--- src/rtl/pci_arb_pkg.sv ---
// Shared definitions for the PCI round-robin arbiter: state encoding,
// default parameter values and the bus-idle definition.
package pci_arb_pkg;

  localparam int DEF_NUM_MASTERS = 3;
  localparam int DEF_RR_MODE     = 1;
  localparam int DEF_GNT_TIMEOUT = 16;
  localparam int CNT_W           = 8;

  typedef enum logic [1:0] {
    ST_IDLE    = 2'd0,
    ST_GRANT   = 2'd1,
    ST_BUSY    = 2'd2,
    ST_HANDOFF = 2'd3
  } arb_state_t;

  // FRAME# and IRDY# are active-low; the bus is idle when both are deasserted.
  function automatic logic bus_idle(input logic frame, input logic irdy);
    return frame & irdy;
  endfunction

endpackage

--- src/rtl/pci_arb_prio_sel.sv ---
// Combinational winner selection over active-low requests, either rotating
// from the slot after the current owner or fixed with index 0 highest.
module pci_arb_prio_sel
  import pci_arb_pkg::*;
#(
  parameter int NUM_MASTERS = DEF_NUM_MASTERS,
  parameter int RR_MODE     = DEF_RR_MODE,
  localparam int OW         = $clog2(NUM_MASTERS)
) (
  input  logic [NUM_MASTERS-1:0] Req,
  input  logic [OW-1:0]          owner,
  output logic [OW-1:0]          winner,
  output logic                   valid
);

  int          idx;
  logic [OW-1:0] slot;

  // valid is high whenever at least one Req bit is low; winner is only
  // meaningful while valid is high and carries no handshake of its own.
  always_comb begin
    winner = '0;
    valid  = 1'b0;
    idx    = 0;
    slot   = '0;
    for (int i = 0; i < NUM_MASTERS; i++) begin
      if (RR_MODE != 0) begin
        idx = int'(owner) + i + 1;
        if (idx >= NUM_MASTERS) idx = idx - NUM_MASTERS;
      end else begin
        idx = i;
      end
      slot = OW'(idx);
      if (!valid && !Req[slot]) begin
        valid  = 1'b1;
        winner = slot;
      end
    end
  end

endmodule

--- src/rtl/pci_rr_arbiter.sv ---
// PCI bus arbiter: issues one active-low GNT at a time, tracks the owner's
// transaction and inserts an all-released cycle between owners.
module pci_rr_arbiter
  import pci_arb_pkg::*;
#(
  parameter int NUM_MASTERS = DEF_NUM_MASTERS,
  parameter int RR_MODE     = DEF_RR_MODE,
  parameter int GNT_TIMEOUT = DEF_GNT_TIMEOUT,
  localparam int OW         = $clog2(NUM_MASTERS)
) (
  input  logic                   Clk,
  input  logic                   Rst,
  input  logic                   frame,
  input  logic                   irdy,
  input  logic [NUM_MASTERS-1:0] Req,
  output logic [NUM_MASTERS-1:0] GNT,
  output logic [OW-1:0]          owner,
  output logic                   busy,
  output arb_state_t             dbg_state
);

  localparam logic [NUM_MASTERS-1:0] ONE = NUM_MASTERS'(1);
  localparam logic [CNT_W-1:0]       TMO = CNT_W'(GNT_TIMEOUT);

  arb_state_t             state_q, state_d;
  logic [NUM_MASTERS-1:0] gnt_q, gnt_d;
  logic [OW-1:0]          owner_q, owner_d;
  logic [CNT_W-1:0]       cnt_q, cnt_d;
  logic                   armed_q;
  logic [OW-1:0]          sel_winner;
  logic                   sel_valid;
  logic                   idle;
  logic                   own_released;

  pci_arb_prio_sel #(
    .NUM_MASTERS(NUM_MASTERS),
    .RR_MODE    (RR_MODE)
  ) u_prio_sel (
    .Req   (Req),
    .owner (owner_q),
    .winner(sel_winner),
    .valid (sel_valid)
  );

  assign idle         = bus_idle(frame, irdy);
  assign own_released = Req[owner_q];

  // armed_q holds off the first grant until one clock after reset release.
  always_ff @(posedge Clk or posedge Rst) begin
    if (Rst) begin
      state_q <= ST_IDLE;
      gnt_q   <= '1;
      owner_q <= OW'(NUM_MASTERS - 1);
      cnt_q   <= '0;
      armed_q <= 1'b0;
    end else begin
      state_q <= state_d;
      gnt_q   <= gnt_d;
      owner_q <= owner_d;
      cnt_q   <= cnt_d;
      armed_q <= 1'b1;
    end
  end

  always_comb begin
    state_d = state_q;
    gnt_d   = gnt_q;
    owner_d = owner_q;
    cnt_d   = '0;
    case (state_q)
      ST_IDLE: begin
        gnt_d = '1;
        if (armed_q && sel_valid) begin
          state_d = ST_GRANT;
          gnt_d   = ~(ONE << sel_winner);
          owner_d = sel_winner;
        end
      end
      ST_GRANT: begin
        cnt_d = cnt_q;
        if (idle && cnt_q != TMO) cnt_d = cnt_q + 8'd1;
        if (!frame) begin
          state_d = ST_BUSY;
        end else if ((own_released && idle) || cnt_q == TMO) begin
          state_d = ST_HANDOFF;
          gnt_d   = '1;
        end
      end
      ST_BUSY: begin
        // The owner keeps GNT only while it still requests; the state waits
        // for the bus to go idle before handing off.
        if (own_released) begin
          gnt_d = '1;
          if (idle) state_d = ST_HANDOFF;
        end
      end
      ST_HANDOFF: begin
        gnt_d   = '1;
        state_d = ST_IDLE;
        if (sel_valid) begin
          state_d = ST_GRANT;
          gnt_d   = ~(ONE << sel_winner);
          owner_d = sel_winner;
        end
      end
      default: begin
        state_d = ST_IDLE;
        gnt_d   = '1;
      end
    endcase
  end

  assign GNT       = gnt_q;
  assign owner     = owner_q;
  assign busy      = (state_q == ST_BUSY);
  assign dbg_state = state_q;

endmodule

--- config.mk ---
export PLATFORM = sky130hd
export DESIGN_NAME = pci_rr_arbiter
export DESIGN_NICKNAME = d
export VERILOG_FILES = /design/src/rtl/pci_arb_pkg.sv /design/src/rtl/pci_arb_prio_sel.sv /design/src/rtl/pci_rr_arbiter.sv
export SDC_FILE = /design/constraint.sdc
export NUM_CORES = 1
export LEC_CHECK = 0
export ABC_AREA = 1
export CORE_MARGIN = 5
export CORE_UTILIZATION = 65
export CTS_BUF_LIST = sky130_fd_sc_hd__clkbuf_2
export CTS_CLUSTER_DIAMETER = 150
export DETAILED_ROUTE_END_ITERATION = 8
export DONT_BUFFER_PORTS = 1
export PLACE_DENSITY = 0.81
export SETUP_SLACK_MARGIN = 0.2
export SLEW_MARGIN = 10
export SYNTH_ARGS = -nofsm -noshare
export SYNTH_HDL_FRONTEND = slang
export SYNTH_SLANG_ARGS = --single-unit
--- constraint.sdc ---
create_clock -name Clk -period 3.9 [get_ports Clk]
set_clock_uncertainty 0.1 [all_clocks]
set_input_delay 1.17 -clock Clk [delete_from_list [all_inputs] [get_ports Clk]]
set_output_delay 1.17 -clock Clk [all_outputs]
set_load 0.03 [all_outputs]
==> results of run 1 <==
==> placed cells by master (no fill, tap or decap), drive strengths merged <==
cell type / n
a21oi: 6
and3: 1
clkbuf: 3
clkinv: 1
conb: 1
dfrtp: 12
dfstp: 4
ha: 10
inv: 25
nand2: 79
nand3: 16
nand3b: 1
nand4: 3
nor2: 11
nor3: 1
nor3b: 1
nor4: 1
o21ai: 11
or2: 1
xor2: 1
==> worst min path at each step <==
stage / end / start / slack, ps
global placement: cnt_q[3] / cnt_q[3] / 390
floorplan: cnt_q[3] / cnt_q[3] / 360
detailed placement: cnt_q[3] / cnt_q[3] / 400
global route: cnt_q[3] / cnt_q[3] / 450
finish: cnt_q[3] / cnt_q[3] / 420
CTS: cnt_q[3] / cnt_q[3] / 420
==> power by group through the flow <==
stage	Clock (uW)	Combinational (uW)	Sequential, uW
after floorplan	0	666	350
after global placement	0	763	365
after detailed placement	0	789	366
after CTS	80.4	794	364
after global routing	86.9	923	373
final	77.5	794	363
==> state kept, by name, indices dropped and copies added (netlist names) <==
register   flops
cnt_q          8
dbg_state      2
GNT            3
armed_q        1
owner          2
==> layer usage <==
metal  GRT usage  part of all wire  vias up
li1            -                 -      591
met1      0.2581              0.48      504
met2      0.3387              0.47       14
met3     0.04709             0.042        4
met4     0.06224            0.0085        0
met5           0                 0        -
==> cells by family after synthesis <==
family | Yosys count | synth area share
fa+ha+maj | 10 | 0.09901
buf+inv | 26 | 0.07722
compound gates | 17 | 0.06733
other cells | 1 | 0.002967
xor+xnor | 1 | 0.006932
flops | 16 | 0.3208
simple gates | 115 | 0.4258
==> final cells by class <==
cell class	instances	area share
multi-input combinational	144	0.5796
sequential	16	0.3089
inverter	25	0.07150
tap	27	0.02574
clock buffer	3	0.01144
clock inverter	1	0.002860
==> stage by stage <==
| step | utilization | instance area [um2] |
|---|---|---|
| detailed placement | 0.6803 | 1294 |
| global route | 0.6901 | 1313 |
| finish | 0.6901 | 1313 |
| floorplan | - | 1264 |
| global placement | 0.6803 | 1294 |
| CTS | 0.6901 | 1313 |
==> results.sh, run 1 <==
export IMPL_critPathLaunchType="register"
export IMPL_hold_class="reg -> reg"
export IMPL_finalSetupViolCount=0
export IMPL_yosys_area_top_type="dfrtp_1"
export IMPL_die_area_um2=2926
export IMPL_async_reset_ff_frac=1.000
export IMPL_critical_path_top_delay_family="flip-flops"
export IMPL_power_uw=1235
export IMPL_grt_pass1_vias=1051
export IMPL_startpoint="dbg_state[0]"
export IMPL_crit_path_max_incr_delay_ps=630
export IMPL_drive_gt1_frac=0.1217
export IMPL_status="finished, final reports clean"
export IMPL_fin_crit_sh=0.6969
export IMPL_stdcell_count=216
export IMPL_final_max_slew_viol_count=0
export IMPL_placementRows=16
export IMPL_finalHoldViolCount=0
export IMPL_clkPwrFrac=0.063
export IMPL_peakVddDrop_v=0.0007210
export IMPL_seq_area_frac_synth=0.3208
export IMPL_fill_cells=174
export IMPL_synth_edff_count=0
export IMPL_fin_ws_ps=1182
export IMPL_grt_max_degree=17
export IMPL_yosysMostFrequentCell="nand2_1"
export IMPL_area_growth_pct=3.861
export IMPL_path_depth=2
export IMPL_fmax_mhz=368.0
export IMPL_post_cts_buffers=0
export IMPL_synth_top_area_share=0.2376
export IMPL_syn_avg_cell_area_um2=6.794
export IMPL_grt_ovfl_total=0
export IMPL_tightest_slew_ps=605.8
export IMPL_cts_tree="yes"
export IMPL_combPwrFrac=0.643
export IMPL_p_sw_uw=708.3
export IMPL_cts_root_buf="clkbuf_2"
export IMPL_n_antenna_cell=0
export IMPL_routabilityCongestion=0.8474
export IMPL_grt_util_all_layers=0.2028
export IMPL_placed_cells=212
export IMPL_hold_path_depth=1
export IMPL_reg2reg_to="GNT[1]"
export IMPL_drt_iter0_markers=14
export IMPL_r2r_cells=16
export IMPL_cts_made_buffers=3
export IMPL_ys_ff_latch=16
export IMPL_antenna_found_initial=0
export IMPL_cts_resized=0
export IMPL_multiInputGateArea_um2=760.7
export IMPL_nNetsFinal=207
export IMPL_avgRoutedWirePerCell_um=11.48
export IMPL_io_buffers=0
export IMPL_cts_buffer_depth=2
export IMPL_die_h_um=54.09
export IMPL_num_vias=1113
export IMPL_crit_type="reg -> out"
export IMPL_yosysUniqueCellTypes=25
export IMPL_clock_sinks=16
export IMPL_die_x_um=54.09
export IMPL_leakagePower_uw=0.0007033
export IMPL_grt_pass1_wl_um=4326
export IMPL_core_area_um2=1902
export IMPL_worstPathMaxFanout=5
export IMPL_ys_flop_type="dfrtp_1"
export IMPL_syn_inst=186
export IMPL_htreeDepth=1
export IMPL_drc=0
export IMPL_maxCapViolations=0
export IMPL_setup_tns_ps=0
export IMPL_path_buf_inv=1
export IMPL_yosys_warnings=0
export IMPL_slew_headroom=0.5957
export IMPL_hold_buffers=0
export IMPL_seq_power_share=0.294
export IMPL_synth_area_leaders="dfrtp_1 24%, nand2_1 21%, ha_1 9.9%, dfstp_2 8.3%, inv_1 6.5%"
export IMPL_viasPerCell=5.153
export IMPL_clk_pin_slew_ps=160
export IMPL_regArea_um2=405.4
export IMPL_synth_nets=203
export IMPL_ant_nets=0
export IMPL_end_kind="primary output"
export IMPL_power_internal_uw=526.8
export IMPL_cp_slowest_cell="dfrtp_1"
export IMPL_ioPinCount=15
export IMPL_dp_hpwl_um=1975
export IMPL_power_density_nw_per_um2=941.1
export IMPL_crit_reg2reg_launch="owner[0]"
export IMPL_p_sw_frac=0.5735
export IMPL_cp_data_arrival_time_ps=1450
export IMPL_cp_cell_sequence="inv_1 > ha_1"
export IMPL_whs_ps=419.1
export IMPL_dp_slack_ps=1525
export IMPL_rsz0062_at_grt="false"
export IMPL_synth_common_cells="70 x nand2_1, 22 x inv_1, 14 x nand3_1, 12 x dfrtp_1"
export IMPL_cp_required_ps=2630
export IMPL_r2r_setup_slack_ps=1510
export IMPL_start_util=0.6645
export IMPL_synth_area_um2=1264
export IMPL_period_minus_slack_ps=2718
export IMPL_wl_um=2479
export IMPL_clkLatencyLatePin_ps=300
export IMPL_drt_pass1_iterations=4
export IMPL_critPathCapture="busy"
Power figures use the tool's default switching activity.
==> inputs of run 2 (changes only) <==
Settings changed: CORE_UTILIZATION 65 to 59, PLACE_DENSITY 0.81 to 0.78.
Clock period 3.9 ns to 2.3 ns, I/O delays scaled along.
==> results.sh, run 2 (synthesis gave the netlist of run 1 again) <==
export IMPL_finalSetupViolCount=0
export IMPL_final_max_slew_viol_count=0
export IMPL_setup_tns_ps=0
export IMPL_stdcell_count=222
export IMPL_rsz0062_at_grt="true"
export IMPL_grt_max_degree=17
export IMPL_core_area_um2=2002
export IMPL_finalHoldViolCount=0
export IMPL_clock_sinks=16
export IMPL_hold_buffers=0
export IMPL_n_antenna_cell=0
export IMPL_status="finished, final reports clean"
export IMPL_maxCapViolations=0
export IMPL_drt_iter0_markers=56
export IMPL_cts_made_buffers=3
export IMPL_multiInputGateArea_um2=794.5
export IMPL_die_area_um2=3167
export IMPL_drt_pass1_iterations=4
export IMPL_placementRows=16
export IMPL_largest_reg_flops=8
export IMPL_postPlaceCellArea_um2=1330
export IMPL_cp_data_arrival_time_ps=2190
export IMPL_design_area_um2=1396
export IMPL_viasPerCell=5.482
export IMPL_crit_path_max_incr_delay_ps=580
export IMPL_crit_reg2reg_launch="owner[1]"
export IMPL_grt_ovfl_total=0
export IMPL_critPathLaunchType="register"
export IMPL_crit_type="reg -> reg"
export IMPL_final_cell_mix="64 x nand2_1, 21 x inv_1, 14 x nand3_1"
export IMPL_grt_pass1_vias=1104
export IMPL_tightest_slew_ps=616.1
export IMPL_placed_cells=215
export IMPL_ioPinCount=15
export IMPL_startpoint="owner[1]"
export IMPL_cp_slowest_cell="dfstp_2"
export IMPL_io_buffers=0
export IMPL_largest_register="cnt_q"
export IMPL_cts_buffer_depth=2
export IMPL_period_minus_slack_ps=2024
export IMPL_grt_pass1_wl_um=4623
export IMPL_end_kind="register"
export IMPL_slew_headroom=0.5888
export IMPL_drc=0
export IMPL_wl_um=2772
export IMPL_nNetsFinal=213
export IMPL_cts_tree="yes"
export IMPL_cp_cell_sequence="inv_2 > ha_4 > inv_4 > nand2_2 > nand3_2 > nand2_4 > nand2_1 > o21ai_1 > nand2_1 > buf_4 > nand4_1 > nand2_1 > nand2_1"
export IMPL_die_h_um=56.28
export IMPL_hold_class="in -> async"
export IMPL_final_common_cell="nand2_1"
export IMPL_ant_nets=0
export IMPL_htreeDepth=1
export IMPL_start_util=0.6313
export IMPL_drive_gt1_frac=0.2103
export IMPL_avgRoutedWirePerCell_um=12.49
export IMPL_regArea_um2=407.9
export IMPL_fmax_mhz=494.2
export IMPL_antenna_found_initial=0
export IMPL_cts_root_buf="clkbuf_2"
export IMPL_cp_required_ps=2470
export IMPL_die_x_um=56.28
export IMPL_area_growth_pct=10.50
export IMPL_worstPathMaxFanout=7
export IMPL_path_common_cell="nand2_1"
export IMPL_grt_util_all_layers=0.1801
export IMPL_fill_cells=167
export IMPL_dp_hpwl_um=2078
export IMPL_routabilityCongestion=0.9202
export IMPL_clk_pin_slew_ps=170
export IMPL_num_vias=1217
export IMPL_fin_crit_sh=0.8798
export IMPL_clkLatencyLatePin_ps=320
run 2: final timing paths:
kind	to	slack (ps)	cells past startpoint
min	cnt_q[5]	200	1
max	GNT[2]	280	13
max reg2reg	GNT[2]	280	13
min reg2reg	cnt_q[3]	450	1
max in group asynchronous	owner[0]	1460	1
min in group Clk	cnt_q[3]	450	1
run 2: cell type report:
class	instances	area share
Tap cell	27	0.02419
Clock inverter	1	0.002688
Multi-Input combinational cell	144	0.5690
Clock buffer	3	0.01075
Sequential cell	16	0.2921
Timing Repair Buffer	6	0.03226
Inverter	25	0.06900
run 2: repair_timing:
item / CTS / global route
gates resized for setup: 2 / 11
setup endpoints to repair: 1 / 7
setup buffers: 0 / 3
pin swaps: 0 / 10
run 2: critical path, delay by kind of cell, from the launching register on:
kind,cells,cell delay (ps)
AO/OA/AOI/OAI,1,80
adder cells (fa/ha/maj),1,310
AND/OR/NAND/NOR,8,660
buffers and inverters,3,260
flip-flops,1,580
run 2: layer usage:
layer  global-route usage  vias to the layer above  wire (um)
met4              0.08814                        0         62
met2               0.2972                       47       1335
li1                     -                      600          -
met5                    0                        -          0
met3              0.04358                       10        179
met1               0.2179                      560       1195
run 2: metrics by stage:
step | worst slack, ps | util | hold slack (ps)
finish | 276.4 | 0.6975 | 200.3
global route | 139.1 | 0.6975 | 256.9
CTS | 259.3 | 0.6756 | 216.2
detailed placement | 280.2 | 0.6644 | 420.3
global placement | 316.7 | 0.6644 | 389.6
floorplan | 259.7 | - | 356.9
Power of run 2 is not shown: default switching activity piles up to over one toggle a cycle in this logic, so the estimate is an artifact.
==> inputs of run 3 (changes only) <==
==> constraint.sdc (replaced) <==
create_clock -name Clk -period 2.3 [get_ports Clk]
set_clock_uncertainty 0.1 [all_clocks]
set_input_delay 0.46 -clock Clk [delete_from_list [all_inputs] [get_ports Clk]]
set_output_delay 0.46 -clock Clk [all_outputs]
set_load 0.03 [all_outputs]
==> results.sh, run 3 (synthesis gave the netlist of run 1 again) <==
export IMPL_status="finished, violations left"
export IMPL_violations="negative hold slack"
export IMPL_tightest_slew_ps=620.2
export IMPL_die_h_um=56.28
export IMPL_viasPerCell=5.383
export IMPL_area_growth_pct=12.47
export IMPL_period_minus_slack_ps=2071
export IMPL_peakVddDrop_v=0.001591
export IMPL_cts_buffer_depth=2
export IMPL_worstPathMaxFanout=8
export IMPL_grt_max_degree=17
export IMPL_avgRoutedWirePerCell_um=11.76
export IMPL_final_common_cell="nand2_1"
export IMPL_end_kind="register"
export IMPL_final_max_slew_viol_count=0
export IMPL_die_area_um2=3167
export IMPL_ant_nets=0
export IMPL_nNetsFinal=213
export IMPL_power_density_nw_per_um2=1652
export IMPL_clkLatencyLatePin_ps=300
export IMPL_largest_register="cnt_q"
export IMPL_die_x_um=56.28
export IMPL_grt_pass1_vias=1040
export IMPL_clock_sinks=16
export IMPL_fill_cells=178
export IMPL_cp_cell_sequence="inv_4 > ha_4 > nand2_1 > nand3_4 > nand2_4 > buf_4 > nand3_4 > nand2_2 > nand2_2 > nand2_2 > nand2_1 > o21ai_0"
export IMPL_grt_util_all_layers=0.1645
export IMPL_placed_cells=214
export IMPL_drc=0
export IMPL_slew_headroom=0.5861
export IMPL_finalHoldViolCount=9
export IMPL_crit_reg2reg_launch="owner[0]"
export IMPL_cp_required_ps=2370
export IMPL_grt_ovfl_total=0
export IMPL_p_sw_uw=1302
export IMPL_largest_reg_flops=8
export IMPL_power_internal_uw=1047
export IMPL_cts_root_buf="clkbuf_2"
export IMPL_wl_um=2611
export IMPL_fmax_mhz=482.8
export IMPL_start_util=0.6313
export IMPL_drt_pass1_iterations=4
export IMPL_combPwrFrac=0.689
export IMPL_hold_buffers=0
export IMPL_startpoint="owner[0]"
export IMPL_htreeDepth=1
export IMPL_leakagePower_uw=0.0007333
export IMPL_maxCapViolations=0
export IMPL_hold_class="in -> async"
export IMPL_power_uw=2349
export IMPL_n_antenna_cell=0
export IMPL_clkPwrFrac=0.055
export IMPL_cts_made_buffers=3
export IMPL_cp_slowest_cell="dfrtp_2"
export IMPL_core_area_um2=2002
export IMPL_whs_ps=-6.988
export IMPL_ioPinCount=15
export IMPL_routabilityCongestion=0.8767
export IMPL_finalSetupViolCount=0
export IMPL_setup_tns_ps=0
export IMPL_cts_tree="yes"
export IMPL_antenna_found_initial=0
export IMPL_path_common_cell="nand2_2"
export IMPL_placementRows=16
export IMPL_cp_data_arrival_time_ps=2150
export IMPL_grt_pass1_wl_um=4284
export IMPL_num_vias=1195
export IMPL_clk_pin_slew_ps=170
export IMPL_fin_crit_sh=0.9006
export IMPL_stdcell_count=222
export IMPL_p_sw_frac=0.5543
export IMPL_crit_path_max_incr_delay_ps=590
export IMPL_dp_hpwl_um=1933
export IMPL_crit_type="reg -> reg"
export IMPL_critPathLaunchType="register"
export IMPL_io_buffers=0
export IMPL_drt_iter0_markers=37
export IMPL_final_cell_mix="64 x nand2_1, 21 x inv_1, 14 x nand3_1"
export IMPL_drive_gt1_frac=0.2154
export IMPL_rsz0062_at_grt="true"
export IMPL_seq_power_share=0.256
run 3: cell counts in the layout (fill, tap and decap cells not counted):
Identical to the previous run, type by type.
run 3: metal layers:
metal  track usage  part of all wire  up-vias
li1              -                 -      603
met1        0.2175              0.44      544
met2        0.2571              0.48       42
met3       0.04587             0.065        6
met4       0.05763             0.013        0
met5             0                 0        -
run 3: timing repair:
item	in CTS	in global routing
hold endpoints to repair	0	0
setup buffers	0	4
gates resized for setup	0	17
endpoints found under the setup margin	0	8
run 3: layout make-up:
type | count | area [um2] | share of cell area
clock buffers | 3 | 15.01 | 0.01056
clock inverters | 1 | 3.754 | 0.002641
inverters | 25 | 98.84 | 0.06954
multi-input cells | 144 | 813.3 | 0.5722
flip-flops and latches | 16 | 407.9 | 0.2870
well taps | 27 | 33.78 | 0.02377
repair buffers | 6 | 48.80 | 0.03433
run 3: per-stage QoR:
step                  util  worst slack (ps)  area, um2
floorplan                -             259.7       1277
global placement    0.6606             284.3       1323
detailed placement  0.6606             234.4       1323
CTS                 0.6700             207.8       1341
global route        0.7100             87.23       1421
finish              0.7100             228.6       1421
run 3: worst paths after layout:
kind / to / slack (ps) / cells past startpoint
hold / removal: cnt_q[5] / -7 / 1
min in group Clk: dbg_state[0] / 360 / 3
max in group asynchronous: dbg_state[0] / 1640 / 1
setup / recovery: owner[0] / 230 / 12
hold reg to reg: cnt_q[3] / 410 / 1
setup reg to reg: owner[0] / 230 / 12
run 3: critical path: cells and delay by family, from the launching register on:
kind                     cells  cell delay [ps]
AND/OR/NAND/NOR              8              640
flip-flops                   1              590
adder cells (fa/ha/maj)      1              330
buffers and inverters        2              230
AO/OA/AOI/OAI                1               70
run 3: power groups by stage:
stage	registers (uW)	logic [uW]	clock network, uW
final	601	1620	128
after detailed placement	598	1400	0
after global placement	597	1360	0
after global routing	620	1820	142
after floorplan	596	1150	0
after CTS	593	1400	132
